File: config.mk
export PLATFORM = sky130hd
export DESIGN_NAME = light_period_monitor
export DESIGN_NICKNAME = d
export VERILOG_FILES = /design/src/rtl/light_period_monitor_pkg.sv /design/src/rtl/light_period_monitor_edge_detector.sv /design/src/rtl/light_period_monitor.sv
export SDC_FILE = /design/constraint.sdc
export NUM_CORES = 1
export LEC_CHECK = 0
export ABC_AREA = 1
export ABC_CLOCK_PERIOD_IN_PS = 4800
export BUFFER_PORTS_ARGS = -buffer_cell sky130_fd_sc_hd__buf_2
export CAP_MARGIN = 10
export CELL_PAD_IN_SITES_DETAIL_PLACEMENT = 1
export CELL_PAD_IN_SITES_GLOBAL_PLACEMENT = 2
export CORE_UTILIZATION = 36
export DETAILED_ROUTE_END_ITERATION = 16
export PLACE_DENSITY = 0.81
export SYNTH_ARGS = -nofsm -noshare
export SYNTH_HDL_FRONTEND = slang
export SYNTH_HIERARCHICAL = 1
export SYNTH_SLANG_ARGS = --single-unit
File: constraint.sdc
create_clock -name clk -period 4.8 [get_ports clk]
set_input_delay 0.96 -clock clk [delete_from_list [all_inputs] [get_ports clk]]
set_output_delay 0.96 -clock clk [all_outputs]
set_load 0.05 [all_outputs]
File: src/rtl/light_period_monitor_pkg.sv
// light_period_monitor_pkg: shared state encoding and default timing for the light period monitor
package light_period_monitor_pkg;
   typedef enum logic [1:0] {SYNC = 2'd0, TRACK = 2'd1, FAULT = 2'd2} state_t;
   localparam int HALF_PERIOD_DEF = 51;
   localparam int TOLERANCE_DEF = 2;
   localparam int LOCK_N_DEF = 4;
   localparam int TIMEOUT_DEF = 4 * HALF_PERIOD_DEF;
   localparam int CW_DEF = 26;
endpackage

File: src/rtl/light_period_monitor_edge_detector.sv
// light_period_monitor_edge_detector: registers light_in and flags any toggle against the registered copy
module light_period_monitor_edge_detector (
   input  logic clk,
   input  logic reset,
   input  logic light_in,
   output logic toggle
);
   logic light_q;
   // previous light value; resets low so a high light at release reads as an edge
   always_ff @(posedge clk or negedge reset)
      if (!reset) light_q <= 1'b0;
      else light_q <= light_in;
   assign toggle = light_in ^ light_q;
endmodule

File: src/rtl/light_period_monitor.sv
// light_period_monitor: measures light half-periods, checks them against tolerance, tracks lock and sticky faults
module light_period_monitor
   import light_period_monitor_pkg::*;
#(
   parameter int HALF_PERIOD = HALF_PERIOD_DEF,
   parameter int TOLERANCE = TOLERANCE_DEF,
   parameter int LOCK_N = LOCK_N_DEF,
   parameter int TIMEOUT = TIMEOUT_DEF,
   parameter int CW = CW_DEF
) (
   input  logic          clk,
   input  logic          reset,
   input  logic          light_in,
   input  logic          clr,
   output logic [1:0]    state,
   output logic          locked,
   output logic          fault,
   output logic          stuck,
   output logic          half_strobe,
   output logic [CW-1:0] last_half,
   output logic [15:0]   edge_count
);
   localparam int GW = $clog2(LOCK_N + 1);
   localparam logic [CW:0] HP = (CW+1)'(HALF_PERIOD);
   localparam logic [CW:0] TOL = (CW+1)'(TOLERANCE);
   localparam logic [CW:0] TO = (CW+1)'(TIMEOUT);
   localparam logic [GW-1:0] LN = GW'(LOCK_N);
   localparam logic [GW-1:0] LN1 = GW'(LOCK_N - 1);
   state_t st;
   logic [CW-1:0] cnt;
   logic [GW-1:0] good_run;
   logic [CW:0] meas, dev;
   logic toggle, good, timeout;
   light_period_monitor_edge_detector u_edge (
      .clk(clk),
      .reset(reset),
      .light_in(light_in),
      .toggle(toggle)
   );
   // meas is the length of the half-period ending this cycle; one extra bit keeps the deviation from wrapping
   assign meas = {1'b0, cnt} + 1'b1;
   assign dev = (meas >= HP) ? meas - HP : HP - meas;
   assign good = dev <= TOL;
   assign timeout = meas == TO;
   assign state = st;
   // half-period counter, edge tally and capture of each measured half outside SYNC
   always_ff @(posedge clk or negedge reset)
      if (!reset) begin
         cnt <= '0;
         last_half <= '0;
         edge_count <= '0;
         half_strobe <= 1'b0;
      end else begin
         cnt <= toggle ? '0 : (&cnt ? cnt : cnt + 1'b1);
         half_strobe <= toggle && st != SYNC;
         if (toggle) edge_count <= edge_count + 1'b1;
         if (toggle && st != SYNC) last_half <= meas[CW-1:0];
      end
   // lock/fault state machine; an edge takes priority over a coincident timeout
   always_ff @(posedge clk or negedge reset)
      if (!reset) begin
         st <= SYNC;
         good_run <= '0;
         locked <= 1'b0;
         fault <= 1'b0;
         stuck <= 1'b0;
      end else begin
         case (st)
            SYNC: if (toggle) st <= TRACK;
            TRACK:
               if (toggle && good) begin
                  good_run <= (good_run == LN) ? good_run : good_run + 1'b1;
                  if (good_run >= LN1) locked <= 1'b1;
               end else if (toggle || timeout) begin
                  st <= FAULT;
                  fault <= 1'b1;
                  stuck <= !toggle;
                  locked <= 1'b0;
                  good_run <= '0;
               end
            FAULT:
               if (clr) begin
                  st <= SYNC;
                  fault <= 1'b0;
                  stuck <= 1'b0;
                  good_run <= '0;
               end
            default: st <= SYNC;
         endcase
      end
endmodule

# Word level (Yosys, flattened, before mapping)

Cells that the tools add are included.

Bits in registers: 78
Word-level logic and storage cells: 68

$lt $le $gt $ge: 3
$add $sub $neg: 6
Mux-type cells: 23
Bitwise operators: 1
Reduce and logical (&&, ||, !) cells: 13
Equality and inequality tests: 12

Operators with widths:

| kind                                                             | number |
|---|---|
| 2-to-1 mux 26 bit                                                | 2 |
| adder 26 x 1 -> 27 bit (second input constant)                   | 1 |
| equality test 27 x 8 -> 1 bit (second input constant)            | 1 |
| >= comparator 27 x 6 -> 1 bit (second input constant)            | 1 |
| less-or-equal comparator 27 x 2 -> 1 bit (second input constant) | 1 |
| 2-to-1 mux 27 bit                                                | 1 |
| subtractor 27 x 6 -> 27 bit (second input constant)              | 1 |
| subtractor 6 x 27 -> 27 bit (first input constant)               | 1 |
| adder 26 x 1 -> 26 bit (second input constant)                   | 1 |
| AND reduction 26 bit                                             | 1 |
| adder 16 x 1 -> 16 bit (second input constant)                   | 1 |
| 2-to-1 mux 3 bit                                                 | 4 |
| AND reduction 4 bit                                              | 3 |
| 2-to-1 mux 1 bit                                                 | 8 |
| 2-to-1 mux 2 bit                                                 | 4 |
| != test 2 bit (second input constant)                            | 4 |
| != test 3 bit (second input constant)                            | 2 |
| case mux 2 bit (3 select lines)                                  | 1 |
| case mux 3 bit (2 select lines)                                  | 1 |
| nonzero test 2 bit                                               | 3 |
| != test 2 x 1 -> 1 bit (second input constant)                   | 2 |
| case mux 1 bit (2 select lines)                                  | 2 |
| adder 3 x 1 -> 3 bit (second input constant)                     | 1 |
| equality test 3 bit (second input constant)                      | 1 |
| other kinds (9)                                                  | 10 |

# Longest topological paths before layout

Depth after elaboration: 7
Gate-level depth with buffers: 27
Gate-level depth less buffers: 26

# By module

Netlist, hierarchy kept.

Modules (own cells, without submodules):

| module                             | sequential area each (um^2) | cells each | instances | area an instance (um^2) |
|---|---|---|---|---|
| light_period_monitor               | 1926.8                      | 871        | 1         | 5838.1 |
| light_period_monitor_edge_detector | 25.0                        | 6          | 1         | 43.8 |

# Worst setup path before layout

Ideal clock, no wire load.

Path type: flip-flop to flip-flop
From: register cnt[0]
To: register good_run[0]
Stages on the path, launching flop included: 23
Data required time: 4.682 ns
Path slack: 1.752 ns
Arrival: 2.930 ns
Path through: dfrtp_1 -> ha_1 -> inv_2 -> nand2_1 -> nand2_1 -> inv_1 -> ha_1 -> nand2_1 -> a21oi_1 -> nor2_1 -> nand2_1 -> nor2_1 -> nand2_1 -> nand2_1 -> nand2_1 -> nand2_1 -> nand2_1 -> nor3_2 -> nand3_1 -> nor2_1 -> nand2_1 -> nand3_1 -> nand2_1

Cells in the longest elaborated chain, start to end: 7
Elaborated cells between the ends (all ways): 14
Those cells by class: 3 x add/sub; 2 x order compare; 3 x eq/ne; 3 x mux; 3 x reduce/logical

Ends and longest elaborated chain:

| what                                                                             | line                       | source |
|---|---|---|
| start: declaration                                                               | light_period_monitor.sv:30 | `logic [CW-1:0] cnt;` |
| start signal: assignment                                                         | light_period_monitor.sv:54 | `cnt <= toggle ? '0 : (&cnt ? cnt : cnt + 1'b1);` |
| adder 26 x 1 -> 27 bit *                                                         | light_period_monitor.sv:41 | `assign meas = {1'b0, cnt} + 1'b1;` |
| net meas[2]                                                                      | light_period_monitor.sv:32 | `logic [CW:0] meas, dev;` |
| subtractor 6 x 27 -> 27 bit, or another cell as far along                        | light_period_monitor.sv:42 | `assign dev = (meas >= HP) ? meas - HP : HP - meas;` |
| 2-to-1 mux 27 bit                                                                | light_period_monitor.sv:42 |  |
| less-or-equal comparator 27 x 2 -> 1 bit                                         | light_period_monitor.sv:43 | `assign good = dev <= TOL;` |
| logical AND 1 bit                                                                | light_period_monitor.sv:71 | `if (toggle && good) begin` |
| != test 3 bit (no line) or 2-to-1 mux 3 bit (tied branches)                      | --                         |  |
| AND reduction 4 bit (no line) or case mux 3 bit (2 select lines) (tied branches) | --                         |  |
| end signal: assignment                                                           | light_period_monitor.sv:72 | `good_run <= (good_run == LN) ? good_run : good_run + 1'b1;` |
| end: declaration                                                                 | light_period_monitor.sv:31 | `logic [GW-1:0] good_run;` |

Mark *: on every way through the listed nets, which the timed path passes. The rest lies on a longest branch.
A chain may end at the register's enable or synchronous reset.

# Worst setup path in the final report

From: register cnt[0]
To: register good_run[2]

Cells in the longest elaborated chain, start to end: 7
Elaborated cells between the ends (all ways): 14
Those cells by class: 3 x add/sub; 2 x order compare; 3 x eq/ne; 3 x mux; 3 x reduce/logical

Ends and longest elaborated chain:

| what                                                                             | line |
|---|---|
| adder 26 x 1 -> 27 bit *                                                         | light_period_monitor.sv:41 |
| subtractor 6 x 27 -> 27 bit, or another cell as far along                        | light_period_monitor.sv:42 |
| 2-to-1 mux 27 bit                                                                | light_period_monitor.sv:42 |
| less-or-equal comparator 27 x 2 -> 1 bit                                         | light_period_monitor.sv:43 |
| logical AND 1 bit                                                                | light_period_monitor.sv:71 |
| != test 3 bit (no line) or 2-to-1 mux 3 bit (tied branches)                      | -- |
| AND reduction 4 bit (no line) or case mux 3 bit (2 select lines) (tied branches) | -- |

Mark *: on every way between the ends. The rest lies on a longest branch, timed or not.

==> flow_summary.json <==
{
  "seq_power_share": 0.372,
  "initial_core_util": 0.369,
  "power_switching_share": 0.399,
  "synthToLayoutAreaGrowth_pct": 12.9,
  "timing_worst_slew_pin_value_ns": 1.06,
  "netlist_area_um2": 5880,
  "final_net_count": 940,
  "globalplace.congestion": 0.846,
  "syn_avg_cell_area_um2": 6.71,
  "design.portCount": 52,
  "insertion_delay_ns": 0.35,
  "clock-skew-final_ns": 0.00915,
  "timing.fmax_ghz": 0.247,
  "finalSetupViolCount": 0,
  "number_of_antenna_violations_at_the_first_check_in_global_routing": 0,
  "cts.hold.buffers_added": 0,
  "crit_end_category": "flip-flop",
  "clk_pin_slew_ns": 0.07,
  "final.fill_count": 2091,
  "timing.reg2reg.setup_slack_ns": 0.76,
  "synth_flop_cell": "sky130_fd_sc_hd__dfrtp_1",
  "min_from": "edge_count[15]",
  "synth-edff-count": 0,
  "grt_util_all_layers": 0.243,
  "detailedRoute.firstIterationViolations": 202,
  "post_drt_wl_per_cell_um": 16.9,
  "setup_tns_ns": 0,
  "critPathArrivalTime_ns": 4.33,
  "setup.worst_path.start_class": "flip-flop",
  "cts_max_level": 3,
  "drtPass1Iterations": 4,
  "p_per_area_nw_per_um2": 322,
  "async_reset_ff_frac": 1.00,
  "seq_area_frac_synth": 0.332,
  "hold-path-endpoint": "edge_count[15]",
  "layout.area.seq_um2": 1950,
  "layout.cells.most_common_list": "sky130_fd_sc_hd__nand2_1, sky130_fd_sc_hd__inv_1, sky130_fd_sc_hd__nor2_1",
  "synthesis.nets": 892,
  "clk_root_buffer_cell": "sky130_fd_sc_hd__clkbuf_16",
  "dieArea_um2": 16900,
  "ys_types": 38,
  "grt_pass1_vias": 6058,
  "max-vdd-ir-drop_mv": 0.320,
  "timing_hold_violations_final": 0,
  "required_ns": 5.09,
  "buffer_ports.inserted": 51,
  "clock_sink_count": 78,
  "layout.cells.most_common": "sky130_fd_sc_hd__nand2_1",
  "crit_path_class": "flip-flop to flip-flop",
  "origin_of_the_critical_flop_to_flop_path": "cnt[0]",
  "die_height_um": 130,
  "footprint_of_the_multi_input_gates_um2": 3430,
  "ys_seq_elements": 78,
  "drive_gt1_frac": 0.155,
  "clock_tree_from_tritoncts": "built",
  "total_power_mw": 2.14,
  "worst_hold_path_type": "flip-flop to flip-flop",
  "yosys_warnings": 6,
  "design.core.area_um2": 15900,
  "dr_total_vias": 5851,
  "overflow": 0,
  "drt-vias-per-instance": 5.11,
  "finalMaxSlewViolations": 0,
  "numCtsBuffers": 9,
  "static-leakage-power_nw": 3.73,
  "diodes": 0,
  "clk_path_buf_depth": 2,
  "min_delay_path_depth": 1,
  "drc_errors": 0,
  "crit_path_max_fanout": 31,
  "ant_nets": 0,
  "pwr-share-comb": 0.297,
  "die_width_um": 130,
  "route.final.wire_length_um": 19400,
  "finalCritPeriodShare": 0.842,
  "post_cts.resized_instances": 0,
  "slew-limit-headroom": 0.292,
  "cts_setup_buffers": 0,
  "clock_period_minus_final_worst_setup_slack_ns": 4.04,
  "p_int_mw": 1.29,
  "r2r_cells": 25,
  "detailed_place_hpwl_um": 15400,
  "netlist_instances": 877,
  "net-switching-power_uw": 854,
  "timing.rr.end": "good_run[2]",
  "rsz0062_at_grt": "false",
  "grt_max_degree": 79,
  "core.rowCount": 46,
  "timing.max_cap.violations": 0,
  "run_status": "finished clean",
  "clkPwrFrac": 0.331,
  "grt_first_pass_wirelength_um": 31300
}
==> kinds of logic (layout without fill, tap and decap cells) <==
logic type	count (synthesis)	count (layout)	synth area share
AND/OR/NAND/NOR	555	555	0.442
buffers and inverters	126	179	0.0849
flip-flops	78	78	0.332
AO/OA/AOI/OAI	73	73	0.0676
XOR/XNOR	34	34	0.0506
adder cells (fa/ha/maj)	11	11	0.0234
==> area by class of cell <==
| class | count | share of cell area |
|---|---|---|
| repair buffers | 52 | 0.0399 |
| well taps | 216 | 0.0407 |
| inverters | 111 | 0.0627 |
| clock buffers | 9 | 0.0339 |
| flip-flops and latches | 78 | 0.294 |
| multi-input cells | 673 | 0.517 |
| clock inverters | 7 | 0.0122 |
==> flip-flops by register name, indices dropped and copies added, names as in the netlist <==
register,flops
fault,1
last_half,26
state,2
stuck,1
u_edge/light_q,1
cnt,26
half_strobe,1
locked,1
good_run,3
edge_count,16
==> worst max-delay path by stage <==
stage	end	from	depth (start not counted)
after CTS	good_run[2]	cnt[0]	22
after detailed placement	good_run[2]	cnt[0]	22
after global routing	good_run[0]	cnt[0]	25
after floorplan	good_run[0]	cnt[0]	22
final	good_run[2]	cnt[0]	25
after global placement	good_run[1]	cnt[0]	22
==> worst max-delay path: stages, from the launching register on <==
cell and delay [ns]:
sky130_fd_sc_hd__dfrtp_1 0.48, sky130_fd_sc_hd__ha_1 0.32, sky130_fd_sc_hd__inv_2 0.11, sky130_fd_sc_hd__nor2_8 0.18, sky130_fd_sc_hd__nand2_4 0.10, sky130_fd_sc_hd__nor2_1 0.18
sky130_fd_sc_hd__nand2_1 0.10, sky130_fd_sc_hd__nand2_1 0.06, sky130_fd_sc_hd__nand2_1 0.07, sky130_fd_sc_hd__nor2_1 0.12, sky130_fd_sc_hd__nand2_1 0.12, sky130_fd_sc_hd__nor2_4 0.30
sky130_fd_sc_hd__nand3_4 0.21, sky130_fd_sc_hd__nand2_4 0.33, sky130_fd_sc_hd__nand2_1 0.10, sky130_fd_sc_hd__nand2_1 0.17, sky130_fd_sc_hd__nand2_1 0.08, sky130_fd_sc_hd__nor2_1 0.09
sky130_fd_sc_hd__nand2_1 0.07, sky130_fd_sc_hd__nor2_1 0.19, sky130_fd_sc_hd__nand2_1 0.08, sky130_fd_sc_hd__nand2_1 0.13, sky130_fd_sc_hd__nand3_1 0.09, sky130_fd_sc_hd__nor2_1 0.12
sky130_fd_sc_hd__nand3_1 0.08, sky130_fd_sc_hd__nand2_1 0.07
==> through the flow <==
step / utilization / hold slack, ns / std cells / setup WS, ns / cell area (um2)
floorplan: - / 0.470 / 877 / 1.75 / 5880
global placement: 0.397 / 0.450 / 1130 / 0.977 / 6330
detailed placement: 0.397 / 0.459 / 1130 / 0.798 / 6330
CTS: 0.417 / 0.475 / 1146 / 0.799 / 6640
global route: 0.417 / 0.502 / 1146 / 0.334 / 6640
finish: 0.417 / 0.476 / 1146 / 0.758 / 6640
==> synth_stat cells (6+ instances only) <==
cell type | n | area [um2]
sky130_fd_sc_hd__inv_1 | 99 | 372
sky130_fd_sc_hd__dfrtp_1 | 78 | 1950
sky130_fd_sc_hd__nand2_2 | 24 | 150
sky130_fd_sc_hd__nand3_2 | 7 | 70.1
sky130_fd_sc_hd__xor2_1 | 32 | 280
sky130_fd_sc_hd__o21ai_0 | 60 | 300
sky130_fd_sc_hd__nand4_1 | 20 | 125
sky130_fd_sc_hd__nor3_1 | 6 | 30.0
sky130_fd_sc_hd__clkbuf_1 | 11 | 41.3
sky130_fd_sc_hd__nand3_1 | 84 | 420
sky130_fd_sc_hd__nand2_1 | 290 | 1090
sky130_fd_sc_hd__ha_1 | 11 | 138
sky130_fd_sc_hd__nor2_4 | 10 | 113
sky130_fd_sc_hd__inv_2 | 9 | 33.8
sky130_fd_sc_hd__nor2_2 | 13 | 81.3
sky130_fd_sc_hd__nor2_1 | 85 | 319
==> power groups by stage <==
| stage | Clock (mW) | Combinational, mW | Sequential [mW] |
|---|---|---|---|
| detailed placement | 0 | 0.640 | 0.807 |
| finish | 0.709 | 0.636 | 0.796 |
| global placement | 0 | 0.629 | 0.802 |
| floorplan | 0 | 0.245 | 1.03 |
| global route | 0.749 | 0.693 | 0.804 |
| CTS | 0.725 | 0.644 | 0.796 |
==> metal layers <==
layer | track usage | share of wire
met2 | 0.428 | 0.49
met5 | 0 | 0
met4 | 0.0834 | 0.024
met1 | 0.305 | 0.45
met3 | 0.0320 | 0.028
(Power assumes the default switching activity.)
